File: config.mk
export PLATFORM = sky130hd
export DESIGN_NAME = spi_sta_responder
export DESIGN_NICKNAME = d
export VERILOG_FILES = /design/src/rtl/spi_sta_responder.sv
export SDC_FILE = /design/constraint.sdc
export NUM_CORES = 1
export LEC_CHECK = 0
export ABC_AREA = 1
export CAP_MARGIN = 25
export CORE_UTILIZATION = 50
export DETAILED_ROUTE_END_ITERATION = 7
export GPL_TIMING_DRIVEN = 0
export HOLD_SLACK_MARGIN = 0.03
export MAX_ROUTING_LAYER = met4
export PLACE_DENSITY_LB_ADDON = 0.25
export SYNTH_ARGS = -nofsm -noshare
export SYNTH_HDL_FRONTEND = slang
export SYNTH_SLANG_ARGS = --single-unit
File: constraint.sdc
create_clock -name spi_clk_i -period 3.2 [get_ports spi_clk_i]
set_clock_uncertainty 0.15 [all_clocks]
set_input_delay 0.32 -clock spi_clk_i [delete_from_list [all_inputs] [get_ports spi_clk_i]]
set_output_delay 0.32 -clock spi_clk_i [all_outputs]
set_load 0.03 [all_outputs]
File: src/rtl/spi_sta_responder.sv
// SPI mode-3 responder for the SPI_STA boot link: captures a command frame from MOSI and
// shifts a pre-loaded response back on MISO. All logic runs on spi_clk_i using synchronised pins.
module spi_sta_responder #(
    parameter int CMD_W       = 48,
    parameter int RSP_W       = 80,
    parameter int SYNC_STAGES = 2
) (
    input  logic             spi_clk_i,
    input  logic             spi_rst_i,
    input  logic             SCK,
    input  logic             SS,
    input  logic             MOSI,
    output logic             MISO,
    input  logic             spi_fbo_i,
    output logic [CMD_W-1:0] cmd_data_o,
    output logic             cmd_valid_o,
    input  logic [RSP_W-1:0] rsp_data_i,
    input  logic             rsp_load_i,
    output logic             rsp_busy_o,
    output logic             frame_err_o
);

    // IDLE wait for SS | CMD shift command in | WAIT filler until response | RESP shift out | DONE hold
    typedef enum logic [2:0] {IDLE, CMD, WAIT, RESP, DONE} state_t;

    state_t                 state;
    logic [SYNC_STAGES-1:0] sck_sync, ss_sync, mosi_sync;
    logic                   sck_d, ss_d;
    logic [7:0]             cnt;
    logic [CMD_W-1:0]       cmd_sr, cmd_next;
    logic [RSP_W-1:0]       rsp_buf, rsp_sr, rsp_src;
    logic                   sck_s, ss_s, mosi_s;
    logic                   rise, fall, ss_rise, ss_fall, load_ok;

    always_ff @(posedge spi_clk_i or negedge spi_rst_i) begin
        if (!spi_rst_i) begin
            sck_sync  <= '1;
            ss_sync   <= '1;
            mosi_sync <= '0;
            sck_d     <= 1'b1;
            ss_d      <= 1'b1;
        end else begin
            sck_sync  <= {sck_sync[SYNC_STAGES-2:0], SCK};
            ss_sync   <= {ss_sync[SYNC_STAGES-2:0], SS};
            mosi_sync <= {mosi_sync[SYNC_STAGES-2:0], MOSI};
            sck_d     <= sck_sync[SYNC_STAGES-1];
            ss_d      <= ss_sync[SYNC_STAGES-1];
        end
    end

    assign sck_s   = sck_sync[SYNC_STAGES-1];
    assign ss_s    = ss_sync[SYNC_STAGES-1];
    assign mosi_s  = mosi_sync[SYNC_STAGES-1];
    // SCK edges only count while the responder is selected
    assign rise    = sck_s & ~sck_d & ~ss_s;
    assign fall    = ~sck_s & sck_d & ~ss_s;
    assign ss_rise = ss_s & ~ss_d;
    assign ss_fall = ~ss_s & ss_d;
    assign load_ok = rsp_load_i & ~rsp_busy_o;

    always_comb begin
        cmd_next = spi_fbo_i ? {cmd_sr[CMD_W-2:0], mosi_s} : {mosi_s, cmd_sr[CMD_W-1:1]};
        // a load arriving on the same cycle as the WAIT fall is used immediately
        rsp_src  = load_ok ? rsp_data_i : rsp_buf;
    end

    always_ff @(posedge spi_clk_i or negedge spi_rst_i) begin
        if (!spi_rst_i) begin
            state       <= IDLE;
            cnt         <= 8'd0;
            cmd_sr      <= '0;
            cmd_data_o  <= '0;
            cmd_valid_o <= 1'b0;
            rsp_buf     <= '0;
            rsp_sr      <= '0;
            rsp_busy_o  <= 1'b0;
            MISO        <= 1'b1;
            frame_err_o <= 1'b0;
        end else begin
            cmd_valid_o <= 1'b0;
            frame_err_o <= 1'b0;
            if (load_ok) begin
                rsp_buf    <= rsp_data_i;
                rsp_busy_o <= 1'b1;
            end
            if (ss_rise && state != IDLE) begin
                state <= IDLE;
                MISO  <= 1'b1;
                cnt   <= 8'd0;
                if (state == CMD && cnt != 8'd0)
                    frame_err_o <= 1'b1;
                if (state == WAIT || state == RESP)
                    rsp_busy_o <= 1'b0;
            end else begin
                case (state)
                    IDLE: begin
                        MISO <= 1'b1;
                        cnt  <= 8'd0;
                        if (ss_fall)
                            state <= CMD;
                    end
                    CMD: begin
                        if (rise) begin
                            cmd_sr <= cmd_next;
                            if (cnt == 8'(CMD_W - 1)) begin
                                cmd_data_o  <= cmd_next;
                                cmd_valid_o <= 1'b1;
                                cnt         <= 8'(CMD_W);
                                state       <= WAIT;
                            end else begin
                                cnt <= cnt + 8'd1;
                            end
                        end
                    end
                    WAIT: begin
                        if (fall) begin
                            if (rsp_busy_o || load_ok) begin
                                MISO   <= spi_fbo_i ? rsp_src[RSP_W-1] : rsp_src[0];
                                rsp_sr <= spi_fbo_i ? (rsp_src << 1) : (rsp_src >> 1);
                                cnt    <= 8'd1;
                                state  <= RESP;
                            end else begin
                                MISO <= 1'b1;
                            end
                        end
                    end
                    RESP: begin
                        if (fall) begin
                            if (cnt < 8'(RSP_W)) begin
                                MISO   <= spi_fbo_i ? rsp_sr[RSP_W-1] : rsp_sr[0];
                                rsp_sr <= spi_fbo_i ? (rsp_sr << 1) : (rsp_sr >> 1);
                                cnt    <= cnt + 8'd1;
                            end else begin
                                MISO       <= 1'b1;
                                rsp_busy_o <= 1'b0;
                                state      <= DONE;
                            end
                        end
                    end
                    DONE: MISO <= 1'b1;
                    default: state <= IDLE;
                endcase
            end
        end
    end

endmodule

==> results.md, run 1 <==
- Status: completed
- Final setup viols: 0
- Share of layout cells above drive strength 1: 5.87%
- PortBufs: 137
- Routed Antenna Nets: 0
- Syn Nets: 1989
- Worst EP arrival: 3.19 ns
- GRT Util Overall: 35.0%
- Post-Syn Area per Cell: 7.32 um^2
- Max-slew violations: 0
- Die H: 169 um
- Chip width: 169 um
- Ant. Diodes: 0
- LEAKAGE: 8.24 nW
- CTS Sinks: 279
- Initial Utilization: 51.3%
- CTS buffer count: 30
- Worst R2R Setup Slack: 0.35 ns
- Synth Area in Simple Gates: 32.3%
- Synth Area in XOR/XNOR: 0.189%
- PwrDens: 806 mW/mm^2
- Total Die Area: 0.0285 mm^2
- Adder-cell share of the synthesized area: 0.180%
- Compound-Gate Fraction of Synth Area: 9.82%
- Max_cap viols: 0
- Final period util: 89.0%
- Synth Register Bits: 279
- Post-route minimum period: 2.85 ns
- Clk slew on worst S/H paths: 0.06 ns
- Layout area overhead: 21.2%
- Yosys cell types: 28
- Largest family of logic cells by synthesized area: simple AND/OR/NAND/NOR gates
- Most used routing layer: met2
- Drt drc: 0
- Initial antenna violation count: 0
- Worst slew margin relative to its limit: 35.0%
- TritonRoute pass-1 iters: 8
- Crit end category: flip-flop
- IO Count: 139
- Gpl congestion: 0.954
- Worst path most repeated cell: nand2_1
- Post-synthesis mux area share: 0%
- H-tree Lvls: 1
- Final Hold Viols: 0
- Worst-margin pin slew: 0.975 ns
- RSZ-0062 raised after global routing: false
- Vias in the first global route: 13000
- Seq/Total Area, Yosys: 50.3%
- Req. time, crit path: 3.54 ns
- Net count, final: 2163
- Num rows: 60
- Via-to-Cell Ratio: 5.46
- Initial drt markers: 1372
- Worst path cell trace: nor2_1, buf_2, buf_2, nand2_1, nand3_1, nand2_1, o21ai_1, nand2_1, nand2_1
- Critical path's largest stage delay: 0.56 ns
- Worst-path fanout max: 10
- Most frequent cells in the layout: nand2_1 (885), dfrtp_1 (272), nand3_1 (175)
- Commonest non-fill, non-tap cell in the layout: nand2_1
- Maximum clock rate: 351 MHz
- Clock root cell: clkbuf_16
- WS Path Type: reg2reg
- Mapped Area: 0.0139 mm^2
- HP Class: in2reg
- Sum of negative setup slack: 0 ns
- CTS Buffer Depth: 3
- Total Wirelength: 47.9 mm
- CP Launch Type: flip-flop
- YS warnings: 0
- CTS tree: built
- Insertion delay to the later sink of the worst-skew pair: 0.56 ns
- Resized Gates After CTS: 0
- First-pass GRT wire length: 73.7 mm
- VDD IR max: 0.372 mV
- Finished Layout Cells: 2469
- Met1 GRT Util: 45.5%
- Post-Syn Instances: 1900
- Cell total after placement: 2411
- Grt ovf: 0
- M2 GR Usage: 55.9%
- Vias: 13500
- Core Area: 0.0271 mm^2
- Crit-path slowest cell: nor2_1
- M3 GR Usage: 4.56%
- Avg WL per Cell: 19.4 um
- Pin count of the biggest net entering global routing: 98
- Final HPWL DP: 33.7 mm
==> area by class of cell <==
cell class / count / area [um^2]
fill: 2506 / 10200
sequential: 279 / 6990
inverter: 127 / 477
tap: 372 / 465
clock inverter: 12 / 138
clock buffer: 43 / 891
multi-input combinational: 1377 / 5910
buffer: 117 / 528
timing repair buffer: 142 / 1460
==> sequential cells by signal, summed over array words and instances, names as in the netlist <==
name         count
frame_err_o      1
state            3
cmd_data_o      48
rsp_sr          80
ss_sync          2
MISO             1
rsp_busy_o       1
cmd_valid_o      1
cnt              8
cmd_sr          48
rsp_buf         80
ss_d             1
sck_sync         2
sck_d            1
mosi_sync        2
==> synthesized netlist by cell type <==
| master | instances | area (um^2) |
|---|---|---|
| nand2_1 | 885 | 3320 |
| dfrtp_1 | 272 | 6810 |
| nand3_1 | 175 | 876 |
| o21ai_0 | 171 | 856 |
| inv_1 | 123 | 462 |
| clkbuf_1 | 56 | 210 |
| nor2_1 | 48 | 180 |
| o211ai_1 | 46 | 345 |
| buf_2 | 40 | 200 |
| o21ai_1 | 21 | 105 |
| buf_1 | 11 | 41.3 |
| a21oi_1 | 9 | 45.0 |
| buf_4 | 8 | 60.1 |
| dfstp_2 | 7 | 184 |
| inv_2 | 4 | 15.0 |
| nor2_2 | 3 | 18.8 |
| nor2_4 | 3 | 33.8 |
| nor3_1 | 3 | 15.0 |
| xor2_1 | 3 | 26.3 |
| ha_1 | 2 | 25.0 |
| nand3_2 | 2 | 20.0 |
| nand4_1 | 2 | 12.5 |
| a211oi_1 | 1 | 7.51 |
| buf_6 | 1 | 11.3 |
| clkbuf_2 | 1 | 5.00 |
| nand3b_1 | 1 | 7.51 |
| nand3b_2 | 1 | 11.3 |
| o21a_1 | 1 | 7.51 |
==> routing by layer <==
layer / routed length [um] / share of wire (%)
met1: 19900 / 42
met5: 0 / 0
met4: 1880 / 3.9
met2: 22200 / 46
met3: 3880 / 8.1
==> where the power goes <==
part,switching [W],leakage (nW),internal [W]
combinational,0.00312,4.46,0.00142
sequential,0.000625,3.27,0.00481
clock,0.00146,0.512,0.00216
==> worst max-delay path, delay by kind of cell, from the launching register on <==
family	cells	cell delay, ns
flip-flops	1	0.44
AO/OA/AOI/OAI	1	0.25
buffers and inverters	2	0.82
AND/OR/NAND/NOR	6	1.11
==> repair_timing <==
item,in CTS,in global routing
endpoints found under the hold margin,86,0
buffers inserted,0,0
hold buffers,3,0
==> worst paths after layout <==
check | start | end | cells after the start
worst max register to register | rsp_busy_o | rsp_sr[26] | 9
worst max-delay path | rsp_busy_o | rsp_sr[26] | 9
worst min-delay path | MOSI | mosi_sync[0] | 1
max in group asynchronous | spi_rst_i | cmd_sr[20] | 3
min in group asynchronous | spi_rst_i | rsp_buf[79] | 2
worst min register to register | mosi_sync[0] | mosi_sync[1] | 0
==> metrics by stage <==
stage	util [%]	power (W)	setup WS, ns	area, um^2	hold WS, ns
after CTS	62.2	0.0135	0.430	16900	0.0368
after floorplan	-	0.00829	1.40	13900	-0.126
after global placement	58.1	0.00976	-10.41	15700	0.185
final	62.2	0.0136	0.352	16900	0.0600
after detailed placement	58.3	0.00987	0.0467	15800	0.187
after global routing	62.2	0.0144	0.313	16900	0.0482
==> cells by family after synthesis <==
logic type	Yosys count
and+or+nand+nor	1123
adders and majority gates	2
xor gates and xnor gates	3
buffers and inverters	244
DFF	279
AOI/OAI and AO/OA	249
No activity file was read; power rests on OpenSTA's default activity.
==> run 2, diff against run 1 <==
==> constraint.sdc (replaced) <==
create_clock -name spi_clk_i -period 3.6 [get_ports spi_clk_i]
set_clock_uncertainty 0.15 [all_clocks]
set_input_delay 0.36 -clock spi_clk_i [delete_from_list [all_inputs] [get_ports spi_clk_i]]
set_output_delay 0.36 -clock spi_clk_i [all_outputs]
set_load 0.03 [all_outputs]
==> run 2 against run 1 <==
  * Power decreased by 11%
  * Sequential power decreased by 11%
  * First-iteration DRC count increased by 1.3%
  * Critical endpoint unchanged
  * Flip-flop and latch count unchanged
==> results.md, run 2 (synthesis gave the netlist of run 1 again) <==
- Post-place instance area: 0.0158 mm^2 (unchanged)
- Final setup viols: 0 (unchanged)
- HP Class: in2reg
- Die H: 169 um (unchanged)
- Overall power: 0.0121 W (-11%)
- Grt ovf: 0 (unchanged)
- CTS buffer count: 30 (unchanged)
- LEAKAGE: 8.24 nW (-0.10%)
- CTS tree: built
- CTS Sinks: 279 (unchanged)
- GRT Util Overall: 35.0% (about the same)
- Worst R2R Setup Slack: 0.76 ns (+0.41 ns)
- Avg WL per Cell: 19.4 um (about the same)
- Num rows: 60 (unchanged)
- Worst path cell trace: nor2_1, buf_2, buf_2, nand2_1, nand3_1, nand2_1, o21ai_1, nand2_1, nand2_1
- Final Util: 62.2% (-0.074 points)
- PortBufs: 137 (unchanged)
- Via-to-Cell Ratio: 5.47 (+0.20%)
- Max_cap viols: 0 (unchanged)
- R2R Path Start: rsp_busy_o
- Post-route minimum period: 2.84 ns (-0.0126 ns)
- Vias: 13500 (+0.12%)
- Drt drc: 0 (unchanged)
- Final Hold Viols: 0 (unchanged)
- First-pass GRT wire length: 73.7 mm (about the same)
- PwrDens: 718 mW/mm^2 (-11%)
- Clock root cell: clkbuf_16
- Chip width: 169 um (unchanged)
- Req. time, crit path: 3.94 ns (+0.40 ns)
- Ant. Diodes: 0 (unchanged)
- Finished Layout Cells: 2467 (-0.081%)
- CTS Buffer Depth: 3 (unchanged)
- Regs by FF count: rsp_buf (80), rsp_sr (80)
- Min-Delay Path Depth: 1 (unchanged)
- H-tree Lvls: 1 (unchanged)
- TritonRoute pass-1 iters: 8 (unchanged)
- Hold_sp: SS
- Commonest non-fill, non-tap cell in the layout: nand2_1
- Vias in the first global route: 13000 (-0.054%)
- Most frequent cells in the layout: nand2_1 (885), dfrtp_1 (272), nand3_1 (175)
- Total Wirelength: 47.8 mm (about the same)
- CP Launch Type: flip-flop
- Pin count of the biggest net entering global routing: 98 (unchanged)
- Maximum clock rate: 353 MHz (+0.45%)
- FF-to-FF path depth: 9 (unchanged)
- Max-slew violations: 0 (unchanged)
- Status: completed
- Post-CTS setup buffer count: 0 (unchanged)
- Worst-path fanout max: 10 (unchanged)
- Share of layout cells above drive strength 1: 5.87% (about the same)
- Net count, final: 2161 (-0.092%)
- Final HPWL DP: 33.7 mm (unchanged)
- Worst-margin pin slew: 1.01 ns (+0.0317 ns)
- Crit end category: flip-flop
- Worst slew margin relative to its limit: 32.9% (-2.1 points)
- Core Area: 0.0271 mm^2 (unchanged)
- Reg2reg end: rsp_sr[26]
- IO Count: 139 (unchanged)
- WS Path Type: reg2reg
- Worst EP arrival: 3.18 ns (about the same)
- Gpl congestion: 0.954 (unchanged)
- Initial drt markers: 1390 (+1.3%)
- Crit-path slowest cell: nor2_1
- VDD IR max: 0.332 mV (-11%)
- Initial Utilization: 51.3% (unchanged)
- Insertion delay to the later sink of the worst-skew pair: 0.56 ns (about the same)
- Clk slew on worst S/H paths: 0.06 ns (about the same)
- Layout area overhead: 21.1%
- Routed Antenna Nets: 0 (unchanged)
- RSZ-0062 raised after global routing: false
- Worst hold endpoint: ss_sync[0]
- Initial antenna violation count: 0 (unchanged)
- Total Die Area: 0.0285 mm^2 (unchanged)
- Worst path most repeated cell: nand2_1
- Cell total after placement: 2411 (unchanged)
- Critical path's largest stage delay: 0.55 ns (about the same)
- Final period util: 78.8% (-10 points)
- Fin area: 0.0168 mm^2 (-0.12%)
-- run 2: worst max path at each step --
stage	startpoint	endpoint	slack (ns)	cells past startpoint
finish	rsp_busy_o	rsp_sr[26]	0.76	9
global route	rsp_busy_o	rsp_sr[26]	0.71	9
CTS	rsp_busy_o	rsp_sr[26]	0.83	9
detailed placement	rsp_load_i	rsp_sr[26]	0.41	11
global placement	spi_rst_i	cmd_data_o[20]	-10.05	1
floorplan	rsp_busy_o	rsp_sr[59]	1.80	10
-- run 2: critical path, delay by kind of cell, from the launching register on --
family	cells	cell delay (ns)
AO/OA/AOI/OAI	1	0.25
buffers and inverters	2	0.80
flip-flops	1	0.44
AND/OR/NAND/NOR	6	1.11
-- run 2: power breakdown --
part	leakage, nW	switching [W]	internal [W]	total (W)
combinational	4.45	0.00278	0.00126	0.00403
clock	0.512	0.00130	0.00192	0.00322
sequential	3.27	0.000558	0.00428	0.00484
-- run 2: metrics by stage --
step	worst slack (ns)	setup TNS [ns]	hold slack [ns]
floorplan	1.80	0	-0.0856
global placement	-10.05	-2771.70	0.185
detailed placement	0.407	0	0.187
CTS	0.830	0	0.0422
global route	0.713	0	0.0530
finish	0.765	0	0.0595
-- run 2: final cells by class --
| type | count | area (um^2) |
|---|---|---|
| Fill cell | 2506 | 10300 |
| Sequential cell | 279 | 6990 |
| Multi-Input combinational cell | 1377 | 5910 |
| Tap cell | 372 | 465 |
| Timing Repair Buffer | 140 | 1440 |
| Inverter | 127 | 477 |
| Clock inverter | 12 | 138 |
| Clock buffer | 43 | 891 |
| Buffer | 117 | 528 |
-- run 2: metal layers --
metal  GRT usage, %  up-vias  part of all wire [%]  routed length, um
li1               -     6357                     -                  -
met1           45.4     6375                    41              19800
met2           55.9      651                    47              22300
met3           4.56      121                   8.1               3880
met4           13.8        0                   4.0               1910
met5              -        -                     0                  0
-- run 2: repair_timing --
| action | CTS | global route |
|---|---|---|
| endpoints found under the hold margin | 84 | 0 |
| gates resized for setup | 0 | 0 |
| hold buffers | 1 | 0 |
